### config.mk
export PLATFORM = sky130hd
export DESIGN_NAME = button_debouncer_flat
export DESIGN_NICKNAME = d
export VERILOG_FILES = /design/src/rtl/button_debouncer_if.sv /design/src/rtl/button_debouncer.sv /design/src/flat_wrapper.sv
export SDC_FILE = /design/constraint.sdc
export NUM_CORES = 1
export LEC_CHECK = 0
export BUFFER_PORTS_ARGS = -buffer_cell sky130_fd_sc_hd__buf_2
export CORE_ASPECT_RATIO = 0.75
export CORE_UTILIZATION = 32
export CTS_BUF_LIST = sky130_fd_sc_hd__clkbuf_2
export DETAILED_ROUTE_END_ITERATION = 10
export RECOVER_POWER = 50
export SKIP_CTS_REPAIR_TIMING = 1
export SLEW_MARGIN = 40
export SYNTH_ARGS = -nofsm -noshare
export SYNTH_HDL_FRONTEND = slang
export SYNTH_SLANG_ARGS = --single-unit
### constraint.sdc
create_clock -name clk -period 2.85 [get_ports clk]
set_input_delay 0.57 -clock clk [delete_from_list [all_inputs] [get_ports clk]]
set_output_delay 0.57 -clock clk [all_outputs]
set_load 0.005 [all_outputs]
### src/rtl/button_debouncer_if.sv
// -----------------------------------------------------------------------------
// button_debouncer_if
//   Signal bundle between the raw board button pin and its debouncer.
//   btnx          raw button pin, low active (pressed = 0), asynchronous
//   btn_level     debounced level, 1 = pressed
//   press_tick    one clk pulse when a press is accepted
//   release_tick  one clk pulse when a release is accepted
//   long_tick     one clk pulse per press held long enough (0 when disabled)
//   Modports: master = side that owns the pin and consumes the events,
//             slave  = the debouncer itself.
// -----------------------------------------------------------------------------
interface button_debouncer_if;
    logic btnx;
    logic btn_level;
    logic press_tick;
    logic release_tick;
    logic long_tick;

    modport master (
        output btnx,
        input  btn_level,
        input  press_tick,
        input  release_tick,
        input  long_tick
    );

    modport slave (
        input  btnx,
        output btn_level,
        output press_tick,
        output release_tick,
        output long_tick
    );
endinterface

### src/rtl/button_debouncer.sv
// -----------------------------------------------------------------------------
// button_debouncer
//   Conditions the raw low-active pushbutton before the blink/counter logic:
//   synchronises btnx into the clk domain, filters contact bounce with a
//   stability counter and emits a clean level plus one-cycle press/release
//   ticks usable as reset or step strobes.
//
// Parameters
//   InputClock      input clock in MHz (documentation only)
//   DebounceCycles  clk cycles the input must be stable to accept a change (>= 2)
//   SyncStages      synchroniser flip-flops on btnx (>= 2)
//   LongCycles      clk cycles held to flag a long press (LONG_PRESS_EN only)
//
// Ports
//   clk   system clock
//   rst   synchronous reset, active high
//   pins  button_debouncer_if.slave: btnx in; btn_level, press_tick,
//         release_tick, long_tick out (all outputs registered)
//
// Build option
//   LONG_PRESS_EN  when defined, adds the long-press counter driving long_tick;
//                  otherwise long_tick is tied to 0.
// -----------------------------------------------------------------------------
module button_debouncer #(
    parameter real InputClock     = 24.0,
    parameter int  DebounceCycles = 240000,
    parameter int  SyncStages     = 2,
    parameter int  LongCycles     = 24000000
) (
    input  logic              clk,
    input  logic              rst,
    button_debouncer_if.slave pins
);

    // Number of bits needed to hold 'value' (at least 1).
    function automatic int bits_for(input int value);
        int w;
        w = 32'sd1;
        for (int i = 1; i < 31; i++) begin
            if ((value >> i) != 32'sd0) begin
                w = i + 32'sd1;
            end
        end
        return w;
    endfunction

    localparam int            CW      = bits_for(DebounceCycles - 32'sd1);
    localparam logic [CW-1:0] CNT_MAX = CW'(DebounceCycles - 32'sd1);

    if (DebounceCycles < 32'sd2 || SyncStages < 32'sd2 ||
        LongCycles < 32'sd2 || InputClock <= 0.0) begin : g_bad_params
        $error("button_debouncer: invalid parameter values");
    end

    typedef enum logic [1:0] {
        IDLE         = 2'd0,
        PRESS_WAIT   = 2'd1,
        PRESSED      = 2'd2,
        RELEASE_WAIT = 2'd3
    } state_t;

    logic [SyncStages-1:0] sync_r;
    logic                  sp_s;
    state_t                state_r, state_nx_s;
    logic [CW-1:0]         cnt_r, cnt_nx_s;
    logic                  level_r, level_nx_s;
    logic                  press_r, press_nx_s;
    logic                  release_r, release_nx_s;

    // Synchroniser chain; resets to the released (high) pin level.
    always_ff @(posedge clk) begin
        if (rst) begin
            sync_r <= '1;
        end else begin
            sync_r <= {sync_r[SyncStages-2:0], pins.btnx};
        end
    end

    // Pressed flag seen by the filter (pin is low active).
    assign sp_s = ~sync_r[SyncStages-1];

    // FSM, stability counter and registered outputs.
    always_ff @(posedge clk) begin
        if (rst) begin
            state_r   <= IDLE;
            cnt_r     <= '0;
            level_r   <= 1'b0;
            press_r   <= 1'b0;
            release_r <= 1'b0;
        end else begin
            state_r   <= state_nx_s;
            cnt_r     <= cnt_nx_s;
            level_r   <= level_nx_s;
            press_r   <= press_nx_s;
            release_r <= release_nx_s;
        end
    end

    // Next state: any disagreement restarts the wait, so cnt never wraps.
    always_comb begin
        state_nx_s   = state_r;
        cnt_nx_s     = cnt_r;
        level_nx_s   = level_r;
        press_nx_s   = 1'b0;
        release_nx_s = 1'b0;
        case (state_r)
            IDLE: begin
                if (sp_s) begin
                    state_nx_s = PRESS_WAIT;
                    cnt_nx_s   = '0;
                end else begin
                    cnt_nx_s   = '0;
                end
            end
            PRESS_WAIT: begin
                if (!sp_s) begin
                    state_nx_s = IDLE;
                    cnt_nx_s   = '0;
                end else if (cnt_r == CNT_MAX) begin
                    state_nx_s = PRESSED;
                    cnt_nx_s   = '0;
                    level_nx_s = 1'b1;
                    press_nx_s = 1'b1;
                end else begin
                    cnt_nx_s   = cnt_r + CW'(1'b1);
                end
            end
            PRESSED: begin
                if (!sp_s) begin
                    state_nx_s = RELEASE_WAIT;
                    cnt_nx_s   = '0;
                end else begin
                    cnt_nx_s   = '0;
                end
            end
            RELEASE_WAIT: begin
                if (sp_s) begin
                    state_nx_s = PRESSED;
                    cnt_nx_s   = '0;
                end else if (cnt_r == CNT_MAX) begin
                    state_nx_s   = IDLE;
                    cnt_nx_s     = '0;
                    level_nx_s   = 1'b0;
                    release_nx_s = 1'b1;
                end else begin
                    cnt_nx_s     = cnt_r + CW'(1'b1);
                end
            end
            default: begin
                state_nx_s = IDLE;
                cnt_nx_s   = '0;
                level_nx_s = 1'b0;
            end
        endcase
    end

    assign pins.btn_level    = level_r;
    assign pins.press_tick   = press_r;
    assign pins.release_tick = release_r;

`ifdef LONG_PRESS_EN
    localparam int            LW       = bits_for(LongCycles - 32'sd1);
    localparam logic [LW-1:0] LCNT_MAX = LW'(LongCycles - 32'sd1);

    logic [LW-1:0] lcnt_r, lcnt_nx_s;
    logic          ldone_r, ldone_nx_s;
    logic          long_r, long_nx_s;

    // Long-press counter and its once-per-press tick.
    always_ff @(posedge clk) begin
        if (rst) begin
            lcnt_r  <= '0;
            ldone_r <= 1'b0;
            long_r  <= 1'b0;
        end else begin
            lcnt_r  <= lcnt_nx_s;
            ldone_r <= ldone_nx_s;
            long_r  <= long_nx_s;
        end
    end

    // Counter saturates; ldone keeps the tick to one per accepted press.
    always_comb begin
        lcnt_nx_s  = lcnt_r;
        ldone_nx_s = ldone_r;
        long_nx_s  = 1'b0;
        if (state_r == PRESS_WAIT && state_nx_s == PRESSED) begin
            lcnt_nx_s  = '0;
            ldone_nx_s = 1'b0;
        end else if (state_r == PRESSED || state_r == RELEASE_WAIT) begin
            if (lcnt_r == LCNT_MAX) begin
                long_nx_s  = ~ldone_r;
                ldone_nx_s = 1'b1;
            end else begin
                lcnt_nx_s  = lcnt_r + LW'(1'b1);
            end
        end else begin
            lcnt_nx_s  = lcnt_r;
        end
    end

    assign pins.long_tick = long_r;
`else
    assign pins.long_tick = 1'b0;
`endif

endmodule

### src/flat_wrapper.sv
// flat-port wrapper written by rule: the top's interface ports become plain ports
module button_debouncer_flat 
#(
    parameter real InputClock     = 24.0,
    parameter int  DebounceCycles = 240000,
    parameter int  SyncStages     = 2,
    parameter int  LongCycles     = 24000000
)
  (clk, rst, pins_btnx, pins_btn_level, pins_press_tick, pins_release_tick, pins_long_tick);
  button_debouncer_if pins_i ();
  input  logic clk;
  input  logic rst;
  input wire logic [$bits(pins_i.btnx)-1:0] pins_btnx;
  output wire logic [$bits(pins_i.btn_level)-1:0] pins_btn_level;
  output wire logic [$bits(pins_i.press_tick)-1:0] pins_press_tick;
  output wire logic [$bits(pins_i.release_tick)-1:0] pins_release_tick;
  output wire logic [$bits(pins_i.long_tick)-1:0] pins_long_tick;
  assign pins_i.btnx = pins_btnx;
  assign pins_btn_level = pins_i.btn_level;
  assign pins_press_tick = pins_i.press_tick;
  assign pins_release_tick = pins_i.release_tick;
  assign pins_long_tick = pins_i.long_tick;
  button_debouncer #(.InputClock(InputClock), .DebounceCycles(DebounceCycles), .SyncStages(SyncStages), .LongCycles(LongCycles)) u_core (.clk(clk), .rst(rst), .pins(pins_i));
endmodule
==> results of run 1 <==
-- area by class of cell --
class | instances | area [um^2] | share of cell area, %
clock buffers | 4 | 20.02 | 1.708
inverters | 6 | 22.52 | 1.921
multi-input cells | 85 | 559.3 | 47.71
flip-flops and latches | 25 | 500.5 | 42.69
well taps | 40 | 50.05 | 4.269
repair buffers | 5 | 20.02 | 1.708
-- flip-flops by register name (all words and copies together) (netlist names), named ones only --
signal                    flops
u_core.pins.btn_level         1
u_core.pins.press_tick        1
u_core.cnt_r                 18
u_core.state_r                1
u_core.pins.release_tick      1
u_core.sync_r                 2
-- metrics by stage --
stage          util [%]  power (mW)  hold WS (ns)
3_3_place_gp      35.01      0.3752        0.3932
4_1_cts           35.61      0.5087        0.3945
2_1_floorplan         -      0.3721        0.3895
6_report          34.94      0.5039        0.4064
5_1_grt           34.94      0.5276        0.3775
3_5_place_dp      35.01      0.3753        0.3991
-- cell usage in the layout, fill, tap and decap left out, types with 2 or more instances in the layout --
cell type	netlist	layout
a31o_2	2	2
a21oi_1	4	4
nand4_1	8	8
nand3_1	8	8
nor3_1	4	4
dfxtp_1	25	25
clkbuf_1	1	4
a211oi_1	2	2
xor2_1	6	6
inv_1	6	6
nand2_1	3	3
xnor2_1	7	7
nor4_2	3	3
or2_2	3	3
nand2b_1	2	2
nor2_1	15	16
clkbuf_2	0	4
-- cell usage after synthesis (2+ instances only) --
cell type,n,area (um^2)
nor2_1,15,56.30
nand2b_1,2,12.51
nand3_1,8,40.04
nor4_2,3,37.54
nand2_1,3,11.26
xor2_1,6,52.55
dfxtp_1,25,500.5
nor3_1,4,20.02
or2_2,3,18.77
nor2_2,2,12.51
a21oi_1,4,20.02
xnor2_1,7,61.31
inv_1,6,22.52
a211oi_1,2,15.01
nand4_1,8,50.05
a31o_2,2,17.52
-- cells by family after synthesis --
family          Yosys count  synth area share, %
simple gates             57                30.78
compound gates           13                8.325
buf+inv                  10                5.695
other cells               1               0.3283
fa+ha+maj                 1                1.095
flops                    25                43.81
xor+xnor                 13                9.967
-- metal layers --
layer	track usage (%)	share of wire, %	vias up
li1	-	-	429
met1	14.66	52	373
met2	18.75	44	7
met3	4.120	3.1	2
met4	3.000	0.51	0
met5	0	0	-
-- critical path, cell delays in order, from the launching register on --
cell     delay [ns]
dfxtp_1        0.44
ha_1           0.24
nand3_1        0.16
nor4_1         0.58
a211o_2        0.45
nor2_1         0.09
-- power groups by stage --
| stage | clock network (mW) | logic (mW) | registers [mW] |
|---|---|---|---|
| after floorplan | 0 | 0.00890 | 0.363 |
| after global placement | 0 | 0.0122 | 0.363 |
| after detailed placement | 0 | 0.0123 | 0.363 |
| after CTS | 0.140 | 0.0124 | 0.356 |
| after global routing | 0.156 | 0.0138 | 0.357 |
| final | 0.136 | 0.0114 | 0.356 |
-- how the worst max path moves through the flow --
| stage | slack [ns] | cells past startpoint | to | start |
|---|---|---|---|---|
| floorplan | 1.22 | 7 | u_core.cnt_r[11]$_SDFF_PP0_ | u_core.cnt_r[0]$_SDFF_PP0_ |
| global placement | 1.12 | 5 | u_core.cnt_r[2]$_SDFF_PP0_ | u_core.cnt_r[0]$_SDFF_PP0_ |
| detailed placement | 1.01 | 5 | u_core.cnt_r[6]$_SDFF_PP0_ | u_core.cnt_r[0]$_SDFF_PP0_ |
| CTS | 0.99 | 5 | u_core.cnt_r[6]$_SDFF_PP0_ | u_core.cnt_r[0]$_SDFF_PP0_ |
| global route | 0.50 | 5 | u_core.cnt_r[5]$_SDFF_PP0_ | u_core.cnt_r[0]$_SDFF_PP0_ |
| finish | 0.80 | 5 | u_core.cnt_r[4]$_SDFF_PP0_ | u_core.cnt_r[0]$_SDFF_PP0_ |
==> impl_metrics.py, run 1 <==
metrics = {
    "outcome": {
        "status": "finished clean",
    },
    "clocking": {
        "ctsLongestPathBuffers": 2,
        "cts_root_buf": "clkbuf_2",
        "path_clk_slew_ns": 0.21,
        "clock-sinks": 25,
        "cts_made_buffers": 3,
        "htree_num_levels": 1,
        "cts_tree": "done",
        "worstSkewPairLatency_ns": 0.33,
    },
    "setup_path": {
        "cp.required_ns": 3.10,
        "crit_arrival_ns": 2.30,
        "path_max_fanout": 18,
        "rrSetupSlack_ns": 0.80,
        "crit_type": "register to register",
        "crit_path_end_kind": "register",
        "reg2reg_depth": 5,
        "reg2reg_to": "u_core.cnt_r[4]$_SDFF_PP0_",
        "worstSetupStartpointType": "register",
        "r2r-start": "u_core.cnt_r[0]$_SDFF_PP0_",
    },
    "synthesis": {
        "syn_nets": 124,
        "ys_warn_count": 0,
        "syn_avg_cell_area_um2": 9.520,
        "ys.flop_type": "dfxtp_1",
        "synth_cell_types": 36,
        "synth-seq-cells": 25,
        "synth_edf_count": 0,
        "synthArstFlopShare_pct": 0,
        "synth_seq_area_share_pct": 43.81,
        "synthesis.area_um2": 1142,
        "syn_inst": 120,
    },
    "grt": {
        "grt_usage_pct": 11.49,
        "grt_overflow": 0,
        "grt_max_degree": 19,
        "grt_pass1_wl_um": 3360,
        "grt_pass1_vias": 737,
        "antenna_found_initial": 0,
    },
    "timing": {
        "final.setup.tns_ns": 0,
        "tightest_slew_ns": 0.5941,
        "fmax_mhz": 488.3,
        "fin_skew_ns": 0.004504,
        "setup_ws_ns": 0.8020,
        "setup_viol": 0,
        "final.min_clock_period_ns": 2.048,
        "finalHoldViolations": 0,
        "fin_crit_sh_pct": 71.86,
        "slew_violations": 0,
        "rsz0062_at_grt": "false",
        "slew_headroom_pct": 60.03,
    },
    "floorplan": {
        "die_h_um": 53.75,
        "io_pins": 7,
        "initial_utilization_pct": 34.04,
        "die_area_um2": 3815,
        "die_w_um": 70.99,
        "rows": 18,
        "coreArea_um2": 3356,
    },
    "placement": {
        "pre_cts_ws_ns": 1.013,
        "place.port_buffers": 5,
        "dp_cells": 161,
        "place_area_um2": 1175,
        "dp_hpwl_um": 1419,
        "gp_congestion": 0.7655,
    },
    "power_and_ir_drop": {
        "vdd_ir_drop_max_mv": 0.2577,
        "power.share.combinational_pct": 2.3,
        "p_int_mw": 0.3968,
        "switching_share_pct": 21.24,
        "seq_power_share_pct": 70.7,
        "p_leak_nw": 0.3444,
        "power_density_nw_per_um2": 429.8,
        "clkPwrFrac_pct": 27.1,
        "p_sw_mw": 0.1070,
    },
    "drt": {
        "first_iter_violations": 10,
        "vias": 811,
        "via_per_inst": 4.915,
        "wl_per_cell_um": 11.84,
        "wl_um": 1953,
        "dr.pass1.iters": 3,
        "antenna_left": 0,
        "drc_errors": 0,
    },
    "layout": {
        "final_area_um2": 1172,
        "drive_gt1_share_pct": 15.20,
        "layoutNonFillerInstCount": 165,
        "nNetsFinal": 130,
        "num_antenna_cells": 0,
        "n_fill_cell": 329,
        "syn2layout_area_growth_pct": 2.628,
    },
    "hold_path": {
        "min_path_type": "input port to register",
        "min_path_cells": 2,
        "min_from": "pins_btnx",
        "min_to": "u_core.sync_r[0]$_SDFF_PP1_",
    },
    "job": {
        "max_cap_viol_count": 0,
    },
}
Power figures use the tool's default switching activity.
==> run 2, diff against run 1 <==
ABC_AREA = 1   (was unset)
clock period = 2 ns   (was 2.85 ns; I/O delays follow)
==> run 2 against run 1 <==
Clock-buffer cell count is the same. Critical endpoint is now u_core.cnt_r[16]$_SDFF_PP0_. Register-to-register slack got worse by 0.48 ns. Sequential power up 42%. Clock skew up 0.0059 ns. Worst setup slack got worse by 0.48 ns.
==> impl_metrics.py, run 2 <==
metrics = {
    "timing": {
        "final.min_clock_period_ns": 1.680,
        "final.setup.tns_ns": 0,
        "fin_skew_ns": 0.01037,
        "fmax_mhz": 595.4,
        "finalHoldViolations": 0,
        "fin_crit_sh_pct": 83.98,
        "rsz0062_at_grt": "false",
        "setup_viol": 0,
        "setup_ws_ns": 0.3204,
        "slew_violations": 0,
        "hold_ws_ns": 0.2231,
    },
    "setup_path": {
        "crit_chain": "ha_1 > nand2_1 > nor2_4 > nand3_1 > nor2_4 > nor2_4 > inv_4 > nor2_1",
        "crit_type": "register to register",
        "path_max_fanout": 13,
        "crit_top_cell": "nor2_4",
        "cp.required_ns": 2.26,
        "crit_path_end_kind": "register",
        "crit_arrival_ns": 1.94,
        "worstSetupStartpointType": "register",
        "cpMaxStageDelayCell": "dfxtp_1",
        "max_stage_delay_ns": 0.46,
    },
    "synthesis": {
        "synth_seq_area_share_pct": 39.22,
        "synthArstFlopShare_pct": 0,
        "synth_compound_area_share_pct": 1.765,
        "synth_fa_ha_area_share_pct": 0.9804,
        "ys.flop_type": "dfxtp_1",
        "syn_avg_cell_area_um2": 7.210,
        "syn_nets": 181,
        "synth_area_leaders": "dfxtp_1 39%, nand2_1 13%, nor2_1 9.7%",
        "synth_xor_area_share_pct": 7.549,
        "muxShareOfSynthArea_pct": 0,
        "synthesis.area_um2": 1276,
        "syn_inst": 177,
        "synth-seq-cells": 25,
        "synth_edf_count": 0,
        "synth_cell_types": 21,
        "post-synth-top-count-cell": "nand2_1",
        "synth_simple_gate_area_share_pct": 43.14,
        "synth_top_family_by_area": "simple AND/OR/NAND/NOR gates",
        "ys_warn_count": 0,
        "synthTopCellsByCount": "44 x nand2_1, 33 x nor2_1, 25 x dfxtp_1, 15 x inv_1, 13 x nor2_2",
        "yosys.area.top_type": "dfxtp_1",
        "yosysTopAreaCellShare_pct": 39.22,
    },
    "job": {
        "max_cap_viol_count": 0,
    },
    "floorplan": {
        "io_pins": 7,
        "initial_utilization_pct": 34.19,
        "die_w_um": 74.92,
        "die_area_um2": 4247,
        "rows": 19,
        "coreArea_um2": 3732,
        "die_h_um": 56.69,
    },
    "placement": {
        "pre_cts_ws_ns": 0.3802,
        "place.port_buffers": 5,
        "gp_congestion": 0.7959,
        "place_area_um2": 1339,
        "dp_hpwl_um": 1751,
    },
    "grt": {
        "grt_usage_pct": 12.57,
        "grt_max_degree": 14,
        "antenna_found_initial": 0,
        "grt_pass1_wl_um": 3953,
        "grt_pass1_vias": 844,
        "grt_overflow": 0,
    },
    "layout": {
        "largestRegisters": "u_core.cnt_r: 18 flops, u_core.sync_r: 2 flops",
        "final_area_um2": 1348,
        "mostFrequentLayoutCells": "45 x nand2_1, 33 x nor2_1, 25 x dfxtp_1",
        "top_register": "u_core.cnt_r",
        "final_common_cell": "nand2_1",
        "syn2layout_area_growth_pct": 5.588,
        "num_antenna_cells": 0,
        "largest_reg_flops": 18,
        "drive_gt1_share_pct": 15.76,
        "nNetsFinal": 189,
    },
    "drt": {
        "wl_per_cell_um": 9.691,
        "vias": 1000,
        "dr.pass1.iters": 4,
        "drc_errors": 0,
        "via_per_inst": 4.237,
        "first_iter_violations": 51,
        "wl_met3_um": 138,
        "drt-met1-wl_um": 1359,
        "wl_um": 2287,
        "wl_met2_um": 769,
        "top_layer": "met4",
        "antenna_left": 0,
    },
    "clocking": {
        "ctsLongestPathBuffers": 2,
        "cts_made_buffers": 3,
        "path_clk_slew_ns": 0.22,
        "cts_root_buf": "clkbuf_2",
        "cts_tree": "done",
        "worstSkewPairLatency_ns": 0.35,
        "clock-sinks": 25,
        "htree_num_levels": 1,
    },
    "power_and_ir_drop": {
        "vdd_ir_drop_max_mv": 0.4217,
        "power.share.combinational_pct": 1.2,
        "p_leak_nw": 0.4060,
        "clkPwrFrac_pct": 28.3,
        "p_sw_mw": 0.1555,
        "power_density_nw_per_um2": 529.7,
        "p_int_mw": 0.5583,
        "switching_share_pct": 21.78,
        "seq_power_share_pct": 70.6,
        "total_power_mw": 0.7138,
    },
    "hold_path": {
        "min_path_type": "input port to register",
    },
    "outcome": {
        "status": "finished clean",
    },
}
run 2: cell count changes after synthesis, moves of 4 or more:
cell     before  now
nor2_1       15   33
nor2_4        0    4
nand4_1       8    3
nand2_1       3   44
inv_1         6   15
nor2_2        2   13
run 2: final timing paths:
| check | slack, ns | startpoint | cells past startpoint | to |
|---|---|---|---|---|
| max | 0.32 | u_core.cnt_r[0]$_SDFF_PP0_ | 8 | u_core.cnt_r[16]$_SDFF_PP0_ |
| min | 0.22 | pins_btnx | 2 | u_core.sync_r[0]$_SDFF_PP1_ |
| max reg2reg | 0.32 | u_core.cnt_r[0]$_SDFF_PP0_ | 8 | u_core.cnt_r[16]$_SDFF_PP0_ |
| min reg2reg | 0.43 | u_core.sync_r[0]$_SDFF_PP1_ | 1 | u_core.sync_r[1]$_SDFF_PP1_ |
run 2: per-layer routing:
| metal | vias to the layer above | global-route usage, % |
|---|---|---|
| met4 | 0 | 2.426 |
| met1 | 417 | 20.50 |
| met3 | 2 | 4.309 |
| li1 | 556 | - |
| met2 | 25 | 15.19 |
| met5 | - | 0 |
run 2: cell type report:
| class | instances | area [um^2] |
|---|---|---|
| clock buffer | 4 | 20.02 |
| sequential | 25 | 500.5 |
| inverter | 16 | 62.56 |
| fill | 400 | 2385 |
| tap | 52 | 65.06 |
| multi-input combinational | 134 | 678.2 |
| timing repair buffer | 5 | 21.27 |
run 2: logic make-up after synthesis:
family	Yosys count
other	1
DFF	25
AOI/OAI and AO/OA	4
buffers and inverters	18
and+or+nand+nor	117
adders and majority gates	1
xor gates and xnor gates	11
run 2: power by group through the flow:
stage	Sequential, mW	Clock (mW)	Combinational [mW]
floorplan	0.513	0	0.00680
global placement	0.513	0	0.00846
detailed placement	0.513	0	0.00849
CTS	0.504	0.211	0.00856
global route	0.505	0.233	0.00954
finish	0.504	0.202	0.00823
run 2: metrics by stage:
stage,std cells,utilization [%]
after floorplan,177,-
after global placement,232,35.87
after detailed placement,232,35.87
after CTS,236,36.41
after global routing,236,36.10
final,236,36.10
run 2: critical path, delay by kind of cell (launching register included):
kind | cells | cell delay [ns]
adder cells (fa/ha/maj) | 1 | 0.21
flip-flops | 1 | 0.46
buffers and inverters | 1 | 0.18
AND/OR/NAND/NOR | 6 | 0.74
==> run 3, diff against run 2 <==
clock period = 1.6 ns   (was 2 ns; I/O delays follow)
==> run 3 against run 2 <==
Utilization increased by 1.7 points. Register-to-register slack got worse by 0.19 ns. Highest routed layer unchanged. Largest power group unchanged. Sequential share of layout area down 1.6 points. Critical endpoint unchanged. Non-clock buffer count up 6.
==> impl_metrics.py, run 3 (synthesized netlist as in run 2, its figures left out) <==
metrics = {
    "grt": {
        "grt_use_met1_pct": 19.15,
        "use_met2_pct": 15.83,
        "antenna_found_initial": 0,
        "met3_usage_pct": 4.309,
        "grt_max_degree": 16,
        "grt_usage_pct": 12.30,
        "top_usage_layer": "met1",
        "grt_overflow": 0,
        "grt_pass1_wl_um": 3870,
        "grt_pass1_vias": 835,
    },
    "layout": {
        "post-route-util_pct": 37.81,
        "drive_gt1_share_pct": 20.00,
        "largestRegisters": "u_core.cnt_r: 18 flops, u_core.sync_r: 2 flops",
        "mostFrequentLayoutCells": "45 x nand2_1, 33 x nor2_1, 24 x dfxtp_1",
        "nNetsFinal": 195,
        "syn2layout_area_growth_pct": 10.59,
        "num_antenna_cells": 0,
        "largest_reg_flops": 18,
        "n_fill_cell": 400,
        "top_register": "u_core.cnt_r",
        "final_common_cell": "nand2_1",
    },
    "floorplan": {
        "rows": 19,
        "coreArea_um2": 3732,
        "die_h_um": 56.69,
        "die_w_um": 74.92,
        "die_area_um2": 4247,
        "initial_utilization_pct": 34.19,
        "io_pins": 7,
    },
    "setup_path": {
        "crit_arrival_ns": 1.73,
        "crit_type": "register to register",
        "path_max_fanout": 13,
        "worstSetupStartpointType": "register",
        "crit_path_end_kind": "register",
        "max_stage_delay_ns": 0.38,
        "reg2reg_to": "u_core.cnt_r[16]$_SDFF_PP0_",
        "cp.required_ns": 1.86,
        "cpMaxStageDelayCell": "dfxtp_1",
        "reg2reg_depth": 8,
        "crit_top_cell": "nor2_4",
        "cp_top_family": "simple AND/OR/NAND/NOR gates",
        "crit_chain": "ha_1 > nand2_2 > nor2_4 > nand3_2 > nor2_4 > nor2_4 > clkinv_4 > nor2_1",
        "r2r-start": "u_core.cnt_r[0]$_SDFF_PP0_",
        "path_buf_inv": 1,
        "rrSetupSlack_ns": 0.13,
    },
    "timing": {
        "setup_viol": 0,
        "finalHoldViolations": 0,
        "rsz0062_at_grt": "false",
        "final.setup.tns_ns": 0,
        "fmax_mhz": 679.3,
        "slew_violations": 0,
        "fin_crit_sh_pct": 92.01,
        "final.min_clock_period_ns": 1.472,
        "setup_ws_ns": 0.1279,
        "fin_skew_ns": 0.02381,
        "hold_ws_ns": 0.1167,
    },
    "hold_path": {
        "min_path_type": "input port to register",
        "min_path_cells": 2,
        "min_from": "pins_btnx",
        "min_to": "u_core.sync_r[0]$_SDFF_PP1_",
    },
    "drt": {
        "wl_per_cell_um": 9.715,
        "vias": 1045,
        "drc_errors": 0,
        "antenna_left": 0,
        "dr.pass1.iters": 4,
        "via_per_inst": 4.318,
        "first_iter_violations": 46,
        "wl_um": 2351,
    },
    "outcome": {
        "status": "finished clean",
    },
    "clocking": {
        "path_clk_slew_ns": 0.25,
        "htree_num_levels": 1,
        "cts_made_buffers": 3,
        "cts_tree": "done",
        "cts_root_buf": "clkbuf_2",
        "clock-sinks": 25,
        "ctsLongestPathBuffers": 2,
        "worstSkewPairLatency_ns": 0.35,
    },
    "job": {
        "max_cap_viol_count": 0,
    },
    "placement": {
        "place.port_buffers": 5,
        "pre_cts_ws_ns": 0.07152,
        "gp_congestion": 0.7639,
        "dp_hpwl_um": 1786,
    },
    "power_and_ir_drop": {
        "power_density_nw_per_um2": 630.0,
        "p_leak_nw": 0.4437,
        "vdd_ir_drop_max_mv": 0.4380,
    },
}
## run 3: cell count changes in the layout (fill, tap and decap cells not counted)
cell and delta:
nand3_2 +1, clkbuf_2 -1, xnor2_1 -1, dfxtp_1 -1, xnor2_2 +1, buf_4 +6
nand3_1 -1, clkinv_4 +1, dfxtp_2 +1, clkinvlp_4 +1, inv_4 -1
## run 3: metrics by stage
step	cells	instance area, um^2	power [mW]
final	242	1411	0.8892
after global placement	233	1346	0.6520
after CTS	237	1369	0.9049
after floorplan	177	1276	0.6496
after global routing	242	1411	0.9447
after detailed placement	233	1346	0.6523
## run 3: power by group
part           switching [mW]  internal [mW]  leakage [nW]
clock                   0.190         0.0581        0.0126
combinational         0.00599        0.00504         0.229
sequential            0.00233          0.628         0.202
## run 3: final cells by class
class	count	area, um^2	share of cell area, %
sequential	25	501.7	35.55
clock inverter	1	7.507	0.5319
tap	52	65.06	4.610
inverter	16	65.06	4.610
timing repair buffer	11	66.31	4.699
clock buffer	3	15.01	1.064
multi-input combinational	134	690.7	48.94
## run 3: how the worst max path moves through the flow
stage                               startpoint                          end  cells after the start
floorplan           u_core.cnt_r[0]$_SDFF_PP0_   u_core.cnt_r[4]$_SDFF_PP0_                      9
global placement    u_core.cnt_r[0]$_SDFF_PP0_  u_core.cnt_r[16]$_SDFF_PP0_                      8
detailed placement  u_core.cnt_r[1]$_SDFF_PP0_  u_core.cnt_r[16]$_SDFF_PP0_                      8
CTS                 u_core.cnt_r[1]$_SDFF_PP0_  u_core.cnt_r[16]$_SDFF_PP0_                      8
global route        u_core.cnt_r[0]$_SDFF_PP0_  u_core.cnt_r[16]$_SDFF_PP0_                      8
finish              u_core.cnt_r[0]$_SDFF_PP0_  u_core.cnt_r[16]$_SDFF_PP0_                      8
## run 3: layer usage
layer,wire length (um),part of all wire (%),vias up
li1,-,-,565
met1,1267,54,459
met2,955,41,19
met3,110,4.7,2
met4,18,0.77,0
met5,0,0,-
